--- src/rtl/cpu_types_pkg.sv ---
// Shared types for the pipelined core's memory path: RAM handshake state,
// data word, and the memory arbiter's grant-state encoding.
package cpu_types_pkg;

  typedef logic [31:0] word_t;

  typedef enum logic [1:0] {
    FREE   = 2'd0,
    BUSY   = 2'd1,
    ACCESS = 2'd2,
    ERROR  = 2'd3
  } ramstate_t;

  typedef logic [1:0] arb_state_t;
  localparam arb_state_t IDLE = 2'd0;
  localparam arb_state_t IGNT = 2'd1;
  localparam arb_state_t DGNT = 2'd2;

endpackage

--- src/rtl/arb_stats.sv ---
// Completion and stall counters for mem_arbiter; only built when
// MEM_ARB_STATS_EN is defined. All counters wrap mod 2^32.
`ifdef MEM_ARB_STATS_EN
module arb_stats (
  input  logic        CLK,
  input  logic        RST,
  input  logic        icomp,
  input  logic        dcomp,
  input  logic        stall,
  output logic [31:0] icount,
  output logic [31:0] dcount,
  output logic [31:0] stallcnt
);

  always_ff @(posedge CLK or posedge RST) begin
    if (RST) begin
      icount   <= '0;
      dcount   <= '0;
      stallcnt <= '0;
    end else begin
      if (icomp) icount   <= icount + 32'd1;
      if (dcomp) dcount   <= dcount + 32'd1;
      if (stall) stallcnt <= stallcnt + 32'd1;
    end
  end

endmodule
`endif

--- src/rtl/mem_arbiter.sv ---
// Single-port RAM arbiter between instruction fetch and data ports; data has
// priority, bounded by MAX_DSTREAK. Optional counters: MEM_ARB_STATS_EN.
module mem_arbiter
  import cpu_types_pkg::*;
#(
  parameter int ADDR_W      = 32,
  parameter int DATA_W      = 32,
  parameter int MAX_DSTREAK = 4
) (
  input  logic              CLK,
  input  logic              RST,
  input  logic              iREN,
  input  logic [ADDR_W-1:0] iaddr,
  output logic [DATA_W-1:0] iload,
  output logic              iwait,
  input  logic              dREN,
  input  logic              dWEN,
  input  logic [ADDR_W-1:0] daddr,
  input  logic [DATA_W-1:0] dstore,
  output logic [DATA_W-1:0] dload,
  output logic              dwait,
  output logic              ramREN,
  output logic              ramWEN,
  output logic [ADDR_W-1:0] ramaddr,
  output logic [DATA_W-1:0] ramstore,
  input  logic [DATA_W-1:0] ramload,
  input  ramstate_t         ramstate,
`ifdef MEM_ARB_STATS_EN
  output logic [31:0]       icount,
  output logic [31:0]       dcount,
  output logic [31:0]       stallcnt,
`endif
  output logic              mem_err
);

  // state | meaning
  // IDLE  | no grant, no RAM enables; arbitrate pending requests
  // IGNT  | RAM owned by instruction fetch until ACCESS/ERROR/drop
  // DGNT  | RAM owned by data port until ACCESS/ERROR/drop

  localparam logic [3:0] STREAK_MAX = 4'(MAX_DSTREAK);

  arb_state_t state, state_nxt;
  logic [3:0] dstreak, dstreak_nxt;
  logic       dreq;
  logic       icomp;
  logic       dcomp;

  assign dreq = dREN | dWEN;

  always_ff @(posedge CLK or posedge RST) begin
    if (RST) begin
      state   <= IDLE;
      dstreak <= '0;
    end else begin
      state   <= state_nxt;
      dstreak <= dstreak_nxt;
    end
  end

  // Reset forces state to IDLE asynchronously, which alone zeroes every RAM
  // enable and read-data output while RST is high.
  always_comb begin
    state_nxt   = state;
    dstreak_nxt = dstreak;
    ramREN      = 1'b0;
    ramWEN      = 1'b0;
    ramaddr     = '0;
    ramstore    = '0;
    iload       = '0;
    dload       = '0;
    icomp       = 1'b0;
    dcomp       = 1'b0;
    mem_err     = 1'b0;
    case (state)
      IDLE: begin
        if (dreq && (!iREN || dstreak < STREAK_MAX)) state_nxt = DGNT;
        else if (iREN)                                state_nxt = IGNT;
      end
      IGNT: begin
        if (!iREN) begin
          state_nxt = IDLE;
        end else begin
          ramREN  = 1'b1;
          ramaddr = iaddr;
          if (ramstate == ACCESS) begin
            icomp       = 1'b1;
            iload       = ramload;
            dstreak_nxt = '0;
            state_nxt   = IDLE;
          end else if (ramstate == ERROR) begin
            mem_err   = 1'b1;
            state_nxt = IDLE;
          end
        end
      end
      DGNT: begin
        if (!dreq) begin
          state_nxt = IDLE;
        end else begin
          ramaddr = daddr;
          if (dWEN) begin
            ramWEN   = 1'b1;
            ramstore = dstore;
          end else begin
            ramREN = 1'b1;
          end
          if (ramstate == ACCESS) begin
            dcomp     = 1'b1;
            state_nxt = IDLE;
            if (!dWEN) dload = ramload;
            if (dstreak < STREAK_MAX) dstreak_nxt = dstreak + 4'd1;
          end else if (ramstate == ERROR) begin
            mem_err   = 1'b1;
            state_nxt = IDLE;
          end
        end
      end
      default: state_nxt = IDLE;
    endcase
  end

  assign iwait = iREN & ~icomp;
  assign dwait = dreq & ~dcomp;

`ifdef MEM_ARB_STATS_EN
  arb_stats u_stats (
    .CLK      (CLK),
    .RST      (RST),
    .icomp    (icomp),
    .dcomp    (dcomp),
    .stall    (iwait | dwait),
    .icount   (icount),
    .dcount   (dcount),
    .stallcnt (stallcnt)
  );
`endif

endmodule

--- config.mk ---
export PLATFORM = sky130hd
export DESIGN_NAME = mem_arbiter
export DESIGN_NICKNAME = d
export VERILOG_FILES = /design/src/rtl/cpu_types_pkg.sv /design/src/rtl/arb_stats.sv /design/src/rtl/mem_arbiter.sv
export SDC_FILE = /design/constraint.sdc
export NUM_CORES = 1
export LEC_CHECK = 0
export ABC_AREA = 0
export BUFFER_PORTS_ARGS = -buffer_cell sky130_fd_sc_hd__buf_4
export CAP_MARGIN = 10
export CORE_AREA = 2 2 105 107
export CTS_CLUSTER_SIZE = 28
export DETAILED_ROUTE_END_ITERATION = 6
export DIE_AREA = 0 0 107 109
export PLACE_DENSITY = 0.51
export SLEW_MARGIN = 10
export SYNTH_ARGS = -nofsm -noshare
export SYNTH_HDL_FRONTEND = slang
export SYNTH_HIERARCHICAL = 1
export SYNTH_SLANG_ARGS = --single-unit
--- constraint.sdc ---
create_clock -name CLK -period 4.75 [get_ports CLK]
set_clock_uncertainty 0.15 [all_clocks]
set_input_delay 0.7125 -clock CLK [delete_from_list [all_inputs] [get_ports CLK]]
set_output_delay 0.7125 -clock CLK [all_outputs]
set_load 0.01 [all_outputs]
Word level (Yosys, flattened, before mapping)

Index checks and enable logic that the tools add are counted.

Bits in registers: 6
Bits of input ports: 135
Output and inout bits: 133
Word-level logic and storage cells: 68

Add/subtract/negate cells: 1
Magnitude comparators: 1
Equality and inequality tests: 10
Multiplexer cells: 43
Bitwise logic cells: 5
Reductions and logical operators: 6

Operators with widths:

| kind                | count |
|---|---|
| $mux 32             | 12 |
| $pmux 32 s2         | 1 |
| $mux 4              | 5 |
| $mux 1              | 15 |
| $mux 2              | 6 |
| $ne 2x2->1 const B  | 5 |
| $pmux 4 s2          | 1 |
| $eq 2x2->1 const B  | 3 |
| $pmux 2 s3          | 1 |
| $reduce_and 6->1    | 1 |
| $add 4x1->4 const B | 1 |
| $lt 4x3->1 const B  | 1 |
| $pmux 1 s2          | 2 |
| $ne 3x3->1 const B  | 1 |
| $and 1x1->1         | 2 |
| $eq 2x1->1 const B  | 1 |
| $logic_not 2->1     | 1 |
| $not 1->1           | 2 |
| $reduce_bool 2->1   | 1 |
| $logic_and 1x1->1   | 1 |
| $logic_not 1->1     | 1 |
| $logic_or 1x1->1    | 1 |
| $or 1x1->1          | 1 |

Depth between registers and ports, before layout

Depth in word-level cells: 6
Depth in mapped cells: 8
Depth with buffers taken out: 6

Worst setup path after synthesis

OpenSTA, ideal clock, no wires.

Path kind: in2out
Start: input port ramstate[0]
End: output port dload[0]
Arrival: 1.540 ns
Required time: 3.888 ns
Path slack: 2.347 ns
Stages: 4
Path buffers: 2
Path through: and2b_2 -> clkbuf_2 -> clkbuf_1 -> and3_1

Cells in the longest elaborated chain, start to end: 4

Ends and longest elaborated chain:

| item               | line               | text |
|---|---|---|
| start: declaration | mem_arbiter.sv:27  | `input ramstate_t ramstate,` |
| $eq 2x2->1         | mem_arbiter.sv:108 | `if (ramstate == ACCESS) begin` |
| $mux 32            | mem_arbiter.sv:108 |  |
| $mux 32            | mem_arbiter.sv:98  | `if (!dreq) begin` |
| $mux 32            | mem_arbiter.sv:75  | `case (state)` |
| end: declaration   | mem_arbiter.sv:20  | `output logic [DATA_W-1:0] dload,` |

No other way between the ends.

Worst setup path in the final report

Start: register state[0]
End: output port dload[14]

Cells in the longest elaborated chain, start to end: 2

Ends and longest elaborated chain:

| item                     | line              | text |
|---|---|---|
| start: declaration       | mem_arbiter.sv:43 | `arb_state_t state, state_nxt;` |
| start signal: assignment | mem_arbiter.sv:56 | `state <= state_nxt;` |
| $eq 2x2->1               | mem_arbiter.sv:75 |  |
| $mux 32                  | mem_arbiter.sv:75 |  |

No other way between the ends.

==> metrics <==
Clock Power Share 0.077; Gate power share 0.834; fin crit period 3.46 ns; #FFs+latches synth 6; die area 11700 um2; PwrDens 267 nW/um2; Num Clock Sinks 6; CP arrival 2.60 ns; clock-pin slew on the worst setup and hold paths 0.04 ns; most frequent cell after synthesis and3_1; total power 1000 uW; slew at the pin with the worst max-slew slack 1.14 ns; Cell Rows 38; largest net degree at the start of global routing 70; die height 109 um; Detailed Route Iter0 Violations 182; TritonRoute pass-1 iters 4; IO Count 268; Hold/Removal Path Class input port to async pin; setup_tns 0 ns; syn_area_per_cell 6.95 um2; switch share 0.463; RSZ-0062 raised after global routing no; starting density of the core 0.158; share of post-route cells with drive strength above 1 0.580; post-synth top area share 0.362; Vias 2722; final cycle utilization of the critical path 0.729; reg2reg start state[0]; Clock Latency Late Sink 0.23 ns; Setup CP Type flip-flop to primary output; post-CTS sizing 0; Inserted Clock Buffers 3; Area contributors post-synth and3_1, a22oi_1, nor2b_1, dfrtp_1, ha_1; Clock Path Buffers 2; Mapped Cells 241; Setup WS pre-CTS 1.56 ns; count of pins over their slew limit 0; Die Width 107 um; initial antenna violation count 0; core area 10600 um2; first-pass GRT wire length 13.1 mm; post-synth cell types 34; Net Count, Synth 381; R2R cell count 7; hold buffers post-CTS 0; CP Max Fanout 37; diode count 0; P_int 539 uW; wire length per cell 15.1 um; Post-route DRC 0; Seq/Total Area, Yosys 0.0896; dominant synthesized flop cell dfrtp_1; antenna viol nets, final 0; Max VDD drop 426 uV; H-tree Lvls 1; number of global-route vias before repair 2401; Final HPWL DP 7.42 mm; Inst Count DP 618; # Post-CTS Setup Buffers 0; Final Non-Filler Cells 621; placed cell area 3720 um2; synth warn 6; Max-Cap Viols 0; Final Cell Area 3760 um2; Routed WL 9.36 mm; fillcell total 1110; register area 150 um2; status finished, final reports clean; critical path required time 3.89 ns; Worst Setup End Kind primary output; fmax 289 MHz; share of flip-flops with an asynchronous set or reset 1.00; net switching power figure 465 uW; RR Endpoint state[0]; Post-synth EDFFs 0; Post-Syn Area 1680 um2; part of the power in registers 0.089; Multi-input gate area 1360 um2; startpoint types flip-flop; Buffers on Ports 267; Syn-to-layout area delta 124%; Total GRT Usage 0.137; Commonest cells post-synth and3_1, nor2b_1, a22oi_1, clkbuf_1, buf_2; GPL Wtd Cong 0.798; remaining global-route overflow 0; root buffer cell clkbuf_8; final number of hold-violating endpoints 0; leakage 0.00228 uW; worst reg-to-reg setup slack 2.40 ns; Avg Vias per Cell 4.38; # setup viols final 0; relative slew slack 0.241; Worst Slack Setup Final 1.29 ns; area leader, netlist and3_1; CTS tree yes; Net count, final 623
-- sequential cells by signal (all words and copies together), names as in the netlist --
| register | flops |
|---|---|
| dstreak | 4 |
| state | 2 |
-- layout by cell type (no fill, tap or decap) --
| master | Yosys | final |
|---|---|---|
| buf_4 | 2 | 268 |
| and3_1 | 97 | 97 |
| nor2b_1 | 34 | 34 |
| a22oi_1 | 32 | 32 |
| dfrtp_1 | 6 | 6 |
| ha_1 | 5 | 5 |
| nor2_1 | 4 | 4 |
| inv_1 | 4 | 4 |
| clkbuf_8 | 0 | 3 |
| nor2_4 | 2 | 2 |
| nand2_1 | 2 | 2 |
| o21ai_0 | 2 | 2 |
| nor3_1 | 2 | 2 |
| a21oi_1 | 2 | 2 |
| inv_4 | 1 | 1 |
| and2b_2 | 1 | 1 |
| and2_2 | 0 | 1 |
| o31ai_4 | 1 | 1 |
| o21ai_1 | 1 | 1 |
| a41oi_1 | 1 | 1 |
| nor3b_1 | 1 | 1 |
| a221o_1 | 1 | 1 |
| a22o_1 | 1 | 1 |
| nand3_2 | 1 | 1 |
| mux2_1 | 1 | 1 |
| mux2i_1 | 1 | 1 |
| nor3b_4 | 1 | 1 |
| o21a_1 | 1 | 1 |
| a21boi_0 | 1 | 1 |
| nand3_1 | 1 | 1 |
| and2_1 | 2 | 1 |
| a21o_1 | 1 | 1 |
-- how the worst max path moves through the flow --
stage	startpoint	to	slack, ns	cells after the start
final	state[0]	dload[14]	1.29	7
after global routing	state[0]	dload[14]	1.13	7
after CTS	state[0]	dload[14]	1.31	7
after detailed placement	state[0]	dload[14]	1.56	7
after global placement	state[0]	dload[14]	1.58	7
after floorplan	ramstate[0]	dload[0]	2.35	4
-- layout make-up --
type,count,share of cell area
clock buffers,3,0.0110
inverters,5,0.00566
multi-input cells,199,0.362
flip-flops and latches,6,0.0399
well taps,140,0.0466
repair buffers,268,0.535
-- through the flow --
stage | util | hold WS, ns
2_1_floorplan | - | 0.344
4_1_cts | 0.354 | 0.268
6_report | 0.354 | 0.255
5_1_grt | 0.354 | 0.289
3_3_place_gp | 0.351 | 0.362
3_5_place_dp | 0.351 | 0.370
-- worst max-delay path: stages (launching register included) --
cell,delay [ns]
dfrtp_1,0.40
inv_1,0.09
ha_1,0.14
buf_4,0.30
inv_4,0.11
nor3b_4,0.86
and3_1,0.31
buf_4,0.13
-- power by group through the flow --
stage | Combinational [uW] | Clock, uW | Sequential [uW]
after floorplan | 491 | 0 | 86.0
after global placement | 834 | 0 | 88.5
after detailed placement | 845 | 0 | 89.7
after CTS | 847 | 78.9 | 89.4
after global routing | 909 | 80.5 | 93.3
final | 837 | 77.2 | 89.5
-- cell families after synthesis --
family	synth area share
compound gates	0.201
fa+ha+maj	0.0373
flops	0.0896
simple gates	0.559
buf+inv	0.100
mux	0.0127
-- layer usage --
layer | vias up | part of all wire | track usage
met3 | 10 | 0.060 | 0.0173
met4 | 0 | 0.014 | 0.0288
met5 | - | 0 | 0
li1 | 1358 | - | -
met1 | 1242 | 0.39 | 0.159
met2 | 112 | 0.54 | 0.269
Note: power is estimated with default switching activity, not from simulation.
